## src/rtl/vga_pkg.sv

```systemverilog
// Shared VGA timing defaults, colour defaults and the signed range helper used by the
// box compositor.
package vga_pkg;

    localparam int H_ACTIVE     = 640;
    localparam int H_FP         = 16;
    localparam int H_SYNC       = 96;
    localparam int H_BP         = 48;
    localparam int H_TOTAL      = H_ACTIVE + H_FP + H_SYNC + H_BP;
    localparam int H_SYNC_START = H_ACTIVE + H_FP;
    localparam int H_SYNC_END   = H_SYNC_START + H_SYNC;

    localparam int V_ACTIVE     = 480;
    localparam int V_FP         = 10;
    localparam int V_SYNC       = 2;
    localparam int V_BP         = 33;
    localparam int V_TOTAL      = V_ACTIVE + V_FP + V_SYNC + V_BP;
    localparam int V_SYNC_START = V_ACTIVE + V_FP;
    localparam int V_SYNC_END   = V_SYNC_START + V_SYNC;

    localparam int             COLOR_W  = 12;
    localparam logic [11:0]    BG_COLOR = 12'h000;

    // Width of the signed compare domain; wide enough for any COORD_W+2 extent.
    localparam int CMP_W = 16;

    function automatic logic in_range(input logic signed [CMP_W-1:0] val,
                                      input logic signed [CMP_W-1:0] lo,
                                      input logic signed [CMP_W-1:0] hi);
        return (val >= lo) && (val <= hi);
    endfunction

endpackage

```

## src/rtl/vga_timing_gen.sv

```systemverilog
// Horizontal/vertical raster counters with active window, end-of-frame pulse and
// unregistered (raw) sync levels.
module vga_timing_gen #(
    parameter int COORD_W  = 10,
    parameter int H_ACTIVE = vga_pkg::H_ACTIVE,
    parameter int H_FP     = vga_pkg::H_FP,
    parameter int H_SYNC   = vga_pkg::H_SYNC,
    parameter int H_BP     = vga_pkg::H_BP,
    parameter int V_ACTIVE = vga_pkg::V_ACTIVE,
    parameter int V_FP     = vga_pkg::V_FP,
    parameter int V_SYNC   = vga_pkg::V_SYNC,
    parameter int V_BP     = vga_pkg::V_BP
) (
    input  logic               i_clk,
    input  logic               i_rst_n,
    output logic [COORD_W-1:0] o_h,
    output logic [COORD_W-1:0] o_v,
    output logic               o_active,
    output logic               o_screen_end,
    output logic               o_hsync_raw,
    output logic               o_vsync_raw
);

    localparam logic [COORD_W-1:0] H_LAST   = COORD_W'(H_ACTIVE + H_FP + H_SYNC + H_BP - 1);
    localparam logic [COORD_W-1:0] V_LAST   = COORD_W'(V_ACTIVE + V_FP + V_SYNC + V_BP - 1);
    localparam logic [COORD_W-1:0] H_ACT    = COORD_W'(H_ACTIVE);
    localparam logic [COORD_W-1:0] V_ACT    = COORD_W'(V_ACTIVE);
    localparam logic [COORD_W-1:0] HS_START = COORD_W'(H_ACTIVE + H_FP);
    localparam logic [COORD_W-1:0] HS_END   = COORD_W'(H_ACTIVE + H_FP + H_SYNC);
    localparam logic [COORD_W-1:0] VS_START = COORD_W'(V_ACTIVE + V_FP);
    localparam logic [COORD_W-1:0] VS_END   = COORD_W'(V_ACTIVE + V_FP + V_SYNC);

    logic [COORD_W-1:0] r_h;
    logic [COORD_W-1:0] r_v;

    always_ff @(posedge i_clk or negedge i_rst_n) begin
        if (!i_rst_n) begin
            r_h <= '0;
            r_v <= '0;
        end else if (r_h == H_LAST) begin
            r_h <= '0;
            r_v <= (r_v == V_LAST) ? '0 : r_v + 1'b1;
        end else begin
            r_h <= r_h + 1'b1;
        end
    end

    assign o_h          = r_h;
    assign o_v          = r_v;
    assign o_active     = (r_h < H_ACT) && (r_v < V_ACT);
    assign o_screen_end = (r_h == H_LAST) && (r_v == V_LAST);
    assign o_hsync_raw  = !((r_h >= HS_START) && (r_h < HS_END));
    assign o_vsync_raw  = !((r_v >= VS_START) && (r_v < VS_END));

endmodule

```

## src/rtl/vga_box_compositor.sv

```systemverilog
// Composites NUM_BOXES frame-latched square sprites over a background on a VGA raster
// and reports per-frame overlap of every box with box 0.
module vga_box_compositor #(
    parameter int                    NUM_BOXES = 4,
    parameter int                    COORD_W   = 10,
    parameter int                    COLOR_W   = vga_pkg::COLOR_W,
    parameter logic [COLOR_W-1:0]    BG_COLOR  = vga_pkg::BG_COLOR,
    parameter int                    H_ACTIVE  = vga_pkg::H_ACTIVE,
    parameter int                    H_FP      = vga_pkg::H_FP,
    parameter int                    H_SYNC    = vga_pkg::H_SYNC,
    parameter int                    H_BP      = vga_pkg::H_BP,
    parameter int                    V_ACTIVE  = vga_pkg::V_ACTIVE,
    parameter int                    V_FP      = vga_pkg::V_FP,
    parameter int                    V_SYNC    = vga_pkg::V_SYNC,
    parameter int                    V_BP      = vga_pkg::V_BP
) (
    input  logic                           clk_25mHz,
    input  logic                           reset,
    input  logic [NUM_BOXES*COORD_W-1:0]   box_x,
    input  logic [NUM_BOXES*COORD_W-1:0]   box_y,
    input  logic [NUM_BOXES*COORD_W-1:0]   box_half,
    input  logic [NUM_BOXES*COLOR_W-1:0]   box_color,
    input  logic [NUM_BOXES-1:0]           box_en,
    output logic                           hSync,
    output logic                           vSync,
    output logic [3:0]                     VGA_R,
    output logic [3:0]                     VGA_G,
    output logic [3:0]                     VGA_B,
    output logic [COORD_W-1:0]             x,
    output logic [COORD_W-1:0]             y,
    output logic                           active,
    output logic                           screenEnd,
    output logic [NUM_BOXES-1:0]           hit_mask,
    output logic [15:0]                    frame_count
);

    import vga_pkg::*;

    logic [COORD_W-1:0] w_h;
    logic [COORD_W-1:0] w_v;
    logic               w_active;
    logic               w_screen_end;
    logic               w_hsync_raw;
    logic               w_vsync_raw;

    vga_timing_gen #(
        .COORD_W (COORD_W),
        .H_ACTIVE(H_ACTIVE), .H_FP(H_FP), .H_SYNC(H_SYNC), .H_BP(H_BP),
        .V_ACTIVE(V_ACTIVE), .V_FP(V_FP), .V_SYNC(V_SYNC), .V_BP(V_BP)
    ) u_timing (
        .i_clk        (clk_25mHz),
        .i_rst_n      (reset),
        .o_h          (w_h),
        .o_v          (w_v),
        .o_active     (w_active),
        .o_screen_end (w_screen_end),
        .o_hsync_raw  (w_hsync_raw),
        .o_vsync_raw  (w_vsync_raw)
    );

    // Shadow copies give a tear-free picture: inputs only take effect at frame end.
    logic [NUM_BOXES*COORD_W-1:0] r_sh_x;
    logic [NUM_BOXES*COORD_W-1:0] r_sh_y;
    logic [NUM_BOXES*COORD_W-1:0] r_sh_half;
    logic [NUM_BOXES*COLOR_W-1:0] r_sh_color;
    logic [NUM_BOXES-1:0]         r_sh_en;

    always_ff @(posedge clk_25mHz or negedge reset) begin
        if (!reset) begin
            r_sh_x     <= '0;
            r_sh_y     <= '0;
            r_sh_half  <= '0;
            r_sh_color <= '0;
            r_sh_en    <= '0;
        end else if (w_screen_end) begin
            r_sh_x     <= box_x;
            r_sh_y     <= box_y;
            r_sh_half  <= box_half;
            r_sh_color <= box_color;
            r_sh_en    <= box_en;
        end
    end

    logic signed [CMP_W-1:0] w_px;
    logic signed [CMP_W-1:0] w_py;
    logic [NUM_BOXES-1:0]    w_inside;

    assign w_px = $signed(CMP_W'(w_h));
    assign w_py = $signed(CMP_W'(w_v));

    // Extents are signed so a box hanging off the left/top edge clips instead of wrapping.
    for (genvar gi = 0; gi < NUM_BOXES; gi++) begin : g_box
        logic [COORD_W-1:0]      w_cx;
        logic [COORD_W-1:0]      w_cy;
        logic [COORD_W-1:0]      w_hf;
        logic signed [COORD_W+1:0] w_left;
        logic signed [COORD_W+1:0] w_right;
        logic signed [COORD_W+1:0] w_top;
        logic signed [COORD_W+1:0] w_bottom;

        assign w_cx     = r_sh_x[gi*COORD_W +: COORD_W];
        assign w_cy     = r_sh_y[gi*COORD_W +: COORD_W];
        assign w_hf     = r_sh_half[gi*COORD_W +: COORD_W];
        assign w_left   = $signed({2'b00, w_cx}) - $signed({2'b00, w_hf});
        assign w_right  = $signed({2'b00, w_cx}) + $signed({2'b00, w_hf});
        assign w_top    = $signed({2'b00, w_cy}) - $signed({2'b00, w_hf});
        assign w_bottom = $signed({2'b00, w_cy}) + $signed({2'b00, w_hf});

        assign w_inside[gi] = r_sh_en[gi]
                            && in_range(w_px, CMP_W'(w_left), CMP_W'(w_right))
                            && in_range(w_py, CMP_W'(w_top),  CMP_W'(w_bottom));
    end

    logic [COLOR_W-1:0] w_pix;

    always_comb begin
        w_pix = BG_COLOR;
        for (int i = NUM_BOXES - 1; i >= 0; i--) begin
            if (w_inside[i]) begin
                w_pix = r_sh_color[i*COLOR_W +: COLOR_W];
            end
        end
    end

    logic [COLOR_W-1:0] r_color;
    logic               r_hsync;
    logic               r_vsync;

    always_ff @(posedge clk_25mHz or negedge reset) begin
        if (!reset) begin
            r_color <= '0;
            r_hsync <= 1'b1;
            r_vsync <= 1'b1;
        end else begin
            r_color <= w_active ? w_pix : '0;
            r_hsync <= w_hsync_raw;
            r_vsync <= w_vsync_raw;
        end
    end

    // Overlap is judged on coverage, not on the drawn colour, so box 0 occluding box i still hits.
    logic [NUM_BOXES-1:0] w_hit;
    assign w_hit[0] = 1'b0;
    for (genvar gi = 1; gi < NUM_BOXES; gi++) begin : g_hit
        assign w_hit[gi] = w_active && w_inside[0] && w_inside[gi];
    end

    logic [NUM_BOXES-1:0] r_hit_acc;
    logic [NUM_BOXES-1:0] r_hit_mask;
    logic [15:0]          r_frame_count;

    always_ff @(posedge clk_25mHz or negedge reset) begin
        if (!reset) begin
            r_hit_acc     <= '0;
            r_hit_mask    <= '0;
            r_frame_count <= '0;
        end else if (w_screen_end) begin
            r_hit_mask    <= r_hit_acc;
            r_hit_acc     <= '0;
            r_frame_count <= r_frame_count + 16'd1;
        end else begin
            r_hit_acc     <= r_hit_acc | w_hit;
        end
    end

    assign hSync       = r_hsync;
    assign vSync       = r_vsync;
    assign VGA_R       = r_color[COLOR_W-1 -: 4];
    assign VGA_G       = r_color[COLOR_W-5 -: 4];
    assign VGA_B       = r_color[COLOR_W-9 -: 4];
    assign x           = w_h;
    assign y           = w_v;
    assign active      = w_active;
    assign screenEnd   = w_screen_end;
    assign hit_mask    = r_hit_mask;
    assign frame_count = r_frame_count;

endmodule

```

## config.mk

```make
export PLATFORM = sky130hd
export DESIGN_NAME = vga_box_compositor
export DESIGN_NICKNAME = d
export VERILOG_FILES = /design/src/rtl/vga_pkg.sv /design/src/rtl/vga_timing_gen.sv /design/src/rtl/vga_box_compositor.sv
export SDC_FILE = /design/constraint.sdc
export NUM_CORES = 1
export LEC_CHECK = 0
export CAP_MARGIN = 40
export CORE_MARGIN = 4
export CORE_UTILIZATION = 43
export CTS_BUF_LIST = sky130_fd_sc_hd__clkbuf_2
export DETAILED_ROUTE_END_ITERATION = 16
export GPL_TIMING_DRIVEN = 0
export PLACE_DENSITY = 0.67
export SYNTH_ARGS = -nofsm -noshare
export SYNTH_HDL_FRONTEND = slang
export SYNTH_HIERARCHICAL = 1
export SYNTH_SLANG_ARGS = --single-unit
export TNS_END_PERCENT = 50
```

## constraint.sdc

```tcl
create_clock -name clk_25mHz -period 4.5 [get_ports clk_25mHz]
set_input_delay 0.9 -clock clk_25mHz [delete_from_list [all_inputs] [get_ports clk_25mHz]]
set_output_delay 0.9 -clock clk_25mHz [all_outputs]
set_load 0.05 [all_outputs]
```

==> metrics, run 1 <==
Fin. Hold Viols 0; Crit Path Max Fanout 6; Max Slew Vio Count 0; reg2reg path depth 22; Synth Area in XOR/XNOR 0.0544; outcome complete, no violations; Compound-Gate Fraction of Synth Area 0.154; area leader, netlist dfrtp_1; post-synthesis simple-gate area fraction 0.145; DRT Wirelength 60.1 mm; post-synthesis adder-cell area fraction 0.225; row count 77; Max Clock Freq 228 MHz; share of layout cells above drive strength 1 0.162; syn avg cell area 9.26 um^2; EDFF count, synth 0; # setup viols final 0; largest family of logic cells by synthesized area adder cells; highest-count cells in the layout ignoring fill and taps 323 x ha_1, 225 x clkdlybuf4s50_1, 219 x dfrtp_1; ranking of synthesized cells by area dfrtp_1 29%, ha_1 21%, mux2_2 6.5%; CTS sink cnt 228; Required @ worst endpoint 5.41 ns; asr flop ratio synth 1.00; Overflow after GRT 0; DR top layer met5; DPL Wire Length ~45 mm; DIE AREA 48800 um^2; ANT nets after route 0; Die Wd 221 um; area post-placement 22600 um^2; antenna violations before repair 9; met1 wire length roughly 26 mm; crit share post-route 0.976; commonest non-fill, non-tap cell in the layout ha_1; Reg clk slew, reported paths 0.10 ns; Post-Syn Area around 19000 um^2; htree depth 3; Area Growth Syn to Fin 22.8%; initial cell density of the core 0.438; cell count after synthesis 2103; Iter 0 DRT Violations 946; vias post-DR 16886; post-synth cell types between 80 and 90; All-Layer GR Usage 0.237; io pins 230; Slew headroom 0.362; met2 WL 27.9 mm; post-route cell area about 24000 um^2; post-synthesis mux area share 0.0725; measured slew at the worst slew-check pin 0.958 ns; Hold Path Class in2reg; max-cap viol count 0; critical path class reg2reg; # DRC 0; IO Port Bufs 228; Crit. End Element register; RSZ-0062 raised after global routing true; overall power 3.94 mW; CP startpoint kind register; nets 2956; Core ar. 44500 um^2; Yosys Warn Count 6; largest net degree at the start of global routing 116; vias in the first global route 17354; minimum clock period 4.39 ns; routability cong. 0.920; Yosys top cell area share 0.290; Pwr per Cell Area roughly 160 nW/um^2; DRT Pass-1 Iters 5; CTS Buf Count 67; Final Skew 0.0947 ns; hold path cells 3; drt wl/cell 19.5 um; clock buffer depth 3; Mapped Nets 2618; root buffer cell clkbuf_2; VDD IR-drop max 170 uV; WL met3 about 4.5 mm; Worst-Skew Late Latency between 1 and 1.5 ns; register area share after synthesis 0.293; routed vias/inst 5.48; first-pass GRT wire length 93.6 mm; Critical Path AT 5.30 ns; CTS tree built; FF+latch count, synth around 230; Leak 11.1 nW; Die Ht 221 um; Primary FF master, synth dfrtp_1
==> sequential cells by signal, indices dropped and copies added, names as in the netlist <==
signal / cells
frame_count: 16
hSync: 1
hit_mask: 3
r_color: 12
r_hit_acc: 3
r_sh_color: 48
r_sh_en: 4
r_sh_half: 40
r_sh_x: 40
r_sh_y: 40
u_timing/o_h: 10
u_timing/o_v: 10
vSync: 1
==> power breakdown <==
part	internal [mW]	switching [mW]
Combinational	0.135	0.0712
Sequential	2.05	0
Clock	0.693	0.993
Total	2.88	1.06
==> final timing paths <==
check	start	to	slack, ns
worst min register to register	frame_count[15]	frame_count[15]	0.48
min in group asynchronous	reset	frame_count[15]	0.55
worst min-delay path	box_half[8]	r_sh_half[8]	0.44
max in group asynchronous	reset	r_sh_half[21]	2.74
worst max register to register	r_sh_half[11]	r_color[3]	0.11
worst max-delay path	r_sh_half[11]	r_color[3]	0.11
==> critical path, cell delays in order (launching register included) <==
cell and delay [ns]:
dfrtp_2 0.44, inv_4 0.11, ha_1 0.24, nand2b_1 0.16, a21oi_2 0.16, o21bai_1 0.08
a21oi_1 0.20, o21ai_0 0.12, a21oi_1 0.20, buf_4 0.14, o211a_1 0.14, a211oi_2 0.04
ha_1 0.33, nand4_1 0.08, nor3_1 0.06, or4_1 0.48, a311oi_2 0.27, a2111o_1 0.21
a21oi_4 0.09, nand3b_1 0.27, buf_4 0.19, buf_6 0.12, o221ai_1 0.21
==> area by class of cell <==
type                    instances  area [um^2]
diodes                          3         7.51
clock buffers                  98          490
well taps                     592          741
fillers                      4092        20600
multi-input cells            1620        13000
clock inverters                15          124
flip-flops and latches        228         5720
inverters                     188          717
plain buffers                  67          398
repair buffers                269         2680
==> kinds of logic after synthesis <==
group	Yosys count
AOI/OAI and AO/OA	474
xor gates and xnor gates	121
adders and majority gates	341
buffers and inverters	255
DFF	228
muxes	127
other	1
and+or+nand+nor	556
==> per-stage QoR <==
stage	worst slack (ns)	hold slack, ns	setup TNS, ns	util	cells
after floorplan	0.599	0.457	0	-	2103
after CTS	0.00457	0.308	0	0.525	3051
after global routing	-0.117	0.314	-0.473	0.537	3080
after global placement	-7.44	0.467	-1689.57	0.506	2923
final	0.110	0.440	0	0.537	3080
after detailed placement	-0.405	0.467	-12.57	0.508	2930
==> synth_stat cells (6+ instances only) <==
cell type / instances
a2111oi_0: 6
a211oi_1: 25
a21o_1: 20
a21oi_1: 112
a311oi_1: 6
a31oi_1: 16
and3_1: 15
buf_2: 15
buf_4: 6
clkbuf_1: 36
dfrtp_1: 226
fa_1: 16
ha_1: 325
inv_1: 187
mux2_2: 112
mux2i_1: 15
nand2_1: 133
nand2b_1: 42
nand3_1: 56
nand3b_1: 10
nand4_1: 25
nor2_1: 141
nor2b_1: 33
nor3_1: 33
nor4_1: 23
o2111a_1: 6
o211ai_1: 15
o21a_1: 12
o21ai_0: 161
o21bai_1: 16
o221ai_1: 16
o31ai_1: 6
or2_2: 6
or3_1: 7
xnor2_1: 99
xor2_1: 22
==> metal layers <==
metal | GRT usage | vias to the layer above
li1 | - | 8158
met1 | 0.304 | 8097
met2 | 0.388 | 504
met3 | 0.0722 | 113
met4 | 0.0685 | 14
met5 | 0 | -
==> repair_timing <==
item,CTS,global route
setup buffers,7,24
endpoints found under the hold margin,113,0
hold buffers,1,0
resized for setup,31,88
pin swaps,5,32
endpoints found under the setup margin,55,22
gates cloned,0,2
(Power assumes the default switching activity.)
==> run 2: changes to the inputs <==
--- a/config.mk
+++ b/config.mk
@@ -11,7 +11,9 @@
 export CTS_BUF_LIST = sky130_fd_sc_hd__clkbuf_2
 export DETAILED_ROUTE_END_ITERATION = 16
 export GPL_TIMING_DRIVEN = 0
+export MAX_ROUTING_LAYER = met4
 export PLACE_DENSITY = 0.67
+export SLEW_MARGIN = 20
 export SYNTH_ARGS = -nofsm -noshare
 export SYNTH_HDL_FRONTEND = slang
 export SYNTH_HIERARCHICAL = 1
==> metrics, run 2 (synthesized netlist as in run 1, its figures left out) <==
DRT Wirelength 60.0 mm (-0.16%); largest net degree at the start of global routing 94 (-19%); DIE AREA 48800 um^2 (unchanged); Top reg by flops r_sh_color; Core ar. 44500 um^2 (unchanged); Reg clk slew, reported paths 0.10 ns (about the same); routability cong. 0.938 (+1.9%); commonest non-fill, non-tap cell in the layout ha_1; final std cells w/o fill 3081 (+0.032%); Die Ht 221 um (unchanged); Final Skew 0.0893 ns (-0.00533 ns); Overflow after GRT 0 (unchanged); Leak 11.1 nW (-0.56%); max-cap viol count 0 (unchanged); routed vias/inst 5.50 (+0.30%); highest-count cells in the layout ignoring fill and taps 325 x ha_1, 225 x clkdlybuf4s50_1, 207 x dfrtp_1; share of layout cells above drive strength 1 0.156 (-0.00532); RSZ-0062 raised after global routing true; All-Layer GR Usage 0.244 (+0.00748); sw power 1.12 mW (+5.2%); vias in the first global route 17323 (-0.18%); Max Slew Vio Count 0 (unchanged); initial cell density of the core 0.438 (unchanged); register-to-register setup slack 0.17 ns (+0.06 ns); antenna violations before repair 7 (-2); CTS Buf Count 68 (+1.5%); Critical Path AT 5.26 ns (-0.04 ns); max reg flops 48 (unchanged); Int Pwr 2.89 mW (+0.40%); root buffer cell clkbuf_2; row count 77 (unchanged); VDD IR-drop max 234 uV (+38%); CP startpoint kind register; Crit. End Element register; Seq pwr share 0.511 (-0.009); area post-placement 22700 um^2 (+0.19%); CP max stage delay 0.53 ns (+0.05 ns); clock buffer depth 3 (unchanged); placed insts 2933 (+0.10%); Pwr per Cell Area 168 nW/um^2 (+2.0%); Final Util 0.536 (-0.00146); Required @ worst endpoint 5.43 ns (+0.02 ns); DRT Pass-1 Iters 5 (unchanged); setup_tns 0 ns (unchanged); drt wl/cell 19.5 um (-0.19%); io pins 230 (unchanged); Slew headroom 0.411 (+0.0489); vias post-DR 16942 (+0.33%); CTS tree built; measured slew at the worst slew-check pin 0.884 ns (-0.0733 ns); Sw Share 0.279 (+0.00939); worst-path cell chain ha_1 -> inv_1 -> fa_1 -> o21bai_2 -> a221o_1 -> a21oi_2 -> nor2_2 -> nor2_1 -> nor2_1 -> nor2_1 -> xnor2_1 -> ha_1 -> a21o_1 -> a21o_1 -> nor2b_1 -> or4_4 -> a211oi_4 -> buf_4 -> nor4_2 -> mux2i_1 -> o221ai_1; minimum clock period 4.33 ns (-0.0630 ns); first-pass GRT wire length 93.7 mm (about the same); nets 2946 (-0.34%); Iter 0 DRT Violations 950 (+0.42%); Worst-Skew Late Latency 1.08 ns (+0.07 ns); Area Growth Syn to Fin 22.4%; worst hold margin 0.356 ns (-0.0832 ns); crit share post-route 0.962 (-0.0140); outcome complete, no violations; Fin. Hold Viols 0 (unchanged); post-route cell area 23800 um^2 (-0.27%); # DRC 0 (unchanged); CTS sink cnt 228 (unchanged); Hold Path Class in2async; Max Clock Freq 231 MHz (+1.5%); ANT nets after route 0 (unchanged); clock network fraction of total power 0.437 (+0.009); slowest CP cell or4_4; DPL Wire Length 45.7 mm (+0.66%); IO Port Bufs 228 (unchanged); Crit Path Max Fanout 5 (-1); # setup viols final 0 (unchanged); combinational power share 0.052 (about the same); CP dominant cell by count nor2_1; critical path class reg2reg; htree depth 3 (unchanged); Die Wd 221 um (unchanged)
run 2: path summary, 6_finish.rpt:
path / cells after the start / endpoint / from
worst min register to register: 1 / frame_count[15] / frame_count[15]
worst max-delay path: 21 / r_color[7] / r_sh_half[30]
max in group asynchronous: 4 / hSync / reset
worst min-delay path: 2 / r_sh_half[36] / reset
worst max register to register: 21 / r_color[7] / r_sh_half[30]
min in group clk_25mHz: 3 / r_sh_half[14] / box_half[14]
run 2: layout make-up:
class,instances,area [um^2]
antenna,9,22.5
buffer,67,393
clock buffer,94,470
clock inverter,25,184
fill,4090,20700
inverter,188,716
multi-input combinational,1620,13000
sequential,228,5730
tap,592,741
timing repair buffer,258,2610
run 2: power by group through the flow:
stage                     logic (mW)  registers [mW]  clock network [mW]
final                          0.208            2.05                1.75
after global routing           0.225            2.05                1.94
after CTS                      0.213            2.05                1.82
after detailed placement       0.211            2.09                   0
after global placement         0.203            2.09                   0
after floorplan              0.00328            2.09                   0
run 2: metrics by stage:
stage	power, mW	worst slack (ns)
detailed placement	2.30	-0.336
global placement	2.29	-7.46
CTS	4.08	-0.0186
finish	4.01	0.173
global route	4.22	-0.0734
floorplan	2.09	0.599
run 2: layer usage:
metal,global-route usage,share of wire,vias up
met5,-,0,-
met4,0.0795,0.034,0
met3,0.0661,0.070,127
met2,0.387,0.46,471
met1,0.307,0.43,8173
li1,-,-,8171
run 2: worst max-delay path, delay by kind of cell, from the launching register on:
family / cells / cell delay [ns]
buffers and inverters: 2 / 0.28
AND/OR/NAND/NOR: 7 / 0.99
XOR/XNOR: 1 / 0.13
flip-flops: 1 / 0.44
multiplexers: 1 / 0.20
adder cells (fa/ha/maj): 3 / 0.90
AO/OA/AOI/OAI: 7 / 1.25
run 2: timing repair:
action,CTS,global route
resized for setup,39,72
endpoints found under the setup margin,48,19
hold buffers,1,0
pin swaps,4,19
endpoints found under the hold margin,55,0
cloned,0,1
buffers inserted,3,14
==> run 3: changes to the inputs <==
==> constraint.sdc (replaced) <==
create_clock -name clk_25mHz -period 4.7 [get_ports clk_25mHz]
set_input_delay 0.705 -clock clk_25mHz [delete_from_list [all_inputs] [get_ports clk_25mHz]]
set_output_delay 0.705 -clock clk_25mHz [all_outputs]
set_load 0.05 [all_outputs]
==> metrics, run 3 (synthesized netlist as in run 1, its figures left out) <==
outcome complete, no violations; htree depth 3 (unchanged); Die Wd 221 um (unchanged); clock buffer depth 3 (unchanged); io pins 230 (unchanged); largest net degree at the start of global routing 94 (unchanged); max-cap viol count 0 (unchanged); Max Slew Vio Count 0 (unchanged); Crit Path Max Fanout 10 (+5); critical path depth in cells 21 (unchanged); reg2reg path depth 21 (unchanged); Reg clk slew, reported paths 0.09 ns (about the same); RSZ-0062 raised after global routing true; vias post-DR 16928 (-0.083%); worst r2r src r_sh_half[31]; All-Layer GR Usage 0.244 (-0.000522); Pwr per Cell Area 162 nW/um^2 (-3.7%); crit share post-route 0.961 (about the same); root buffer cell clkbuf_2; Overflow after GRT 0 (unchanged); highest-count cells in the layout ignoring fill and taps 325 x ha_1, 226 x clkdlybuf4s50_1, 220 x dfrtp_1; DRT Wirelength 59.7 mm (-0.46%); Worst-Skew Late Latency 1.07 ns (about the same); DPL Wire Length 45.7 mm (unchanged); routability cong. 0.938 (unchanged); # DRC 0 (unchanged); sw power 1.07 mW (-4.3%); VDD IR-drop max 224 uV (-4.3%); Area Growth Syn to Fin 21.7%; Int Pwr 2.76 mW (-4.3%); CTS Buf Count 68 (unchanged); CTS tree built; Fin. Hold Viols 0 (unchanged); Slew headroom 0.385 (-0.0258); Iter 0 DRT Violations 948 (-0.21%); IO Port Bufs 228 (unchanged); worst path bufs/invs 3 (+1); overall power 3.83 mW (-4.3%); clock network fraction of total power 0.437 (about the same); Die Ht 221 um (unchanged); placed insts 2933 (unchanged); drt wl/cell 19.4 um (-0.33%); nets 2942 (-0.14%); Top reg by flops r_sh_color; DRT Pass-1 Iters 5 (unchanged); DIE AREA 48800 um^2 (unchanged); Final Skew 0.0886 ns (-0.000737 ns); critical path class reg2reg; Leak 11.1 nW (-0.11%); ANT nets after route 0 (unchanged); measured slew at the worst slew-check pin 0.923 ns (+0.0387 ns); CP max stage delay 0.56 ns (+0.03 ns); routed vias/inst 5.50 (about the same); R2R Path End r_color[4]; Crit. End Element register; share of layout cells above drive strength 1 0.140 (-0.0163); slowest CP cell or4_1; CP endpoint r_color[4]; CP startpoint r_sh_half[31]; commonest non-fill, non-tap cell in the layout ha_1; worst-path cell chain clkinvlp_4 -> buf_4 -> fa_1 -> o21bai_1 -> a221o_1 -> a21oi_2 -> nor2_2 -> nor2_1 -> nor2_1 -> nor2_1 -> xnor2_1 -> ha_1 -> a21o_1 -> a21o_1 -> nor2b_1 -> or4_1 -> a211oi_4 -> buf_6 -> nor4_2 -> mux2i_1 -> o221ai_1; first-pass GRT wire length 93.5 mm (-0.24%); Hold Path Class in2async; delay-heaviest family, CP compound AO/OA/AOI/OAI gates; row count 77 (unchanged); max reg flops 48 (unchanged); initial cell density of the core 0.438 (unchanged); register-to-register setup slack 0.18 ns (about the same); CP startpoint kind register; antenna violations before repair 7 (unchanged); # setup viols final 0 (unchanged); Sw Share 0.279 (about the same); vias in the first global route 17288 (-0.20%); final std cells w/o fill 3077 (-0.13%); CTS sink cnt 228 (unchanged); Seq pwr share 0.511 (about the same); Required @ worst endpoint 5.63 ns (+0.20 ns); Max Clock Freq 221 MHz (-4.2%); Critical Path AT 5.44 ns (+0.18 ns); CP dominant cell by count nor2_1; combinational power share 0.052 (about the same); Core ar. 44500 um^2 (unchanged); minimum clock period 4.52 ns (+0.189 ns)
[run 3: routing by layer]
metal  GRT usage  wire [um]
met5           -          0
met4      0.0765       1950
met3      0.0663       4320
met2       0.387      27600
met1       0.306      25800
[run 3: stage by stage]
stage | hold slack (ns) | TNS, ns | worst slack, ns | util | instance area (um^2)
after detailed placement | 0.472 | -1.74 | -0.136 | 0.509 | 22700
after CTS | 0.0676 | 0 | 0.00465 | 0.525 | 23400
after global placement | 0.467 | -1596.70 | -7.06 | 0.506 | 22500
after floorplan | 0.409 | 0 | 0.799 | - | 19500
final | 0.174 | 0 | 0.183 | 0.533 | 23700
after global routing | 0.103 | -0.136 | -0.0460 | 0.533 | 23700
[run 3: layout make-up]
class	count	area, um^2
clock inverter	25	184
timing repair buffer	254	2590
multi-input combinational	1620	12900
antenna	9	22.5
sequential	228	5720
clock buffer	94	470
inverter	188	718
tap	592	741
buffer	67	393
fill	4099	20800
[run 3: how the worst min path moves through the flow]
stage	startpoint	endpoint	slack, ns	depth (start not counted)
finish	reset	r_sh_half[36]	0.17	2
global route	reset	r_sh_y[36]	0.10	2
CTS	reset	r_sh_y[36]	0.07	2
detailed placement	frame_count[15]	frame_count[15]	0.47	1
global placement	frame_count[15]	frame_count[15]	0.47	1
floorplan	reset	frame_count[0]	0.41	0
[run 3: worst register-to-register path, stage by stage (launching register included)]
cell,delay [ns]
dfrtp_1,0.43
clkinvlp_4,0.17
buf_4,0.17
fa_1,0.43
o21bai_1,0.24
a221o_1,0.22
a21oi_2,0.09
nor2_2,0.14
nor2_1,0.05
nor2_1,0.08
nor2_1,0.05
xnor2_1,0.13
ha_1,0.30
a21o_1,0.11
a21o_1,0.14
nor2b_1,0.07
or4_1,0.56
a211oi_4,0.33
buf_6,0.21
nor4_2,0.07
mux2i_1,0.24
o221ai_1,0.16
[run 3: power by group through the flow]
stage / combinational [mW] / clock (mW) / sequential, mW
final: 0.199 / 1.68 / 1.96
after global routing: 0.215 / 1.86 / 1.96
after CTS: 0.203 / 1.75 / 1.96
after detailed placement: 0.202 / 0 / 2.00
after global placement: 0.195 / 0 / 2.00
after floorplan: 0.00314 / 0 / 2.00
[run 3: repair_timing]
action | in CTS | in global routing
resized for setup | 13 | 51
hold buffers | 1 | 0
setup endpoints to repair | 21 | 36
pin swaps | 2 | 9
hold endpoints to repair | 148 | 0
setup buffers | 2 | 9
cloned | 0 | 0
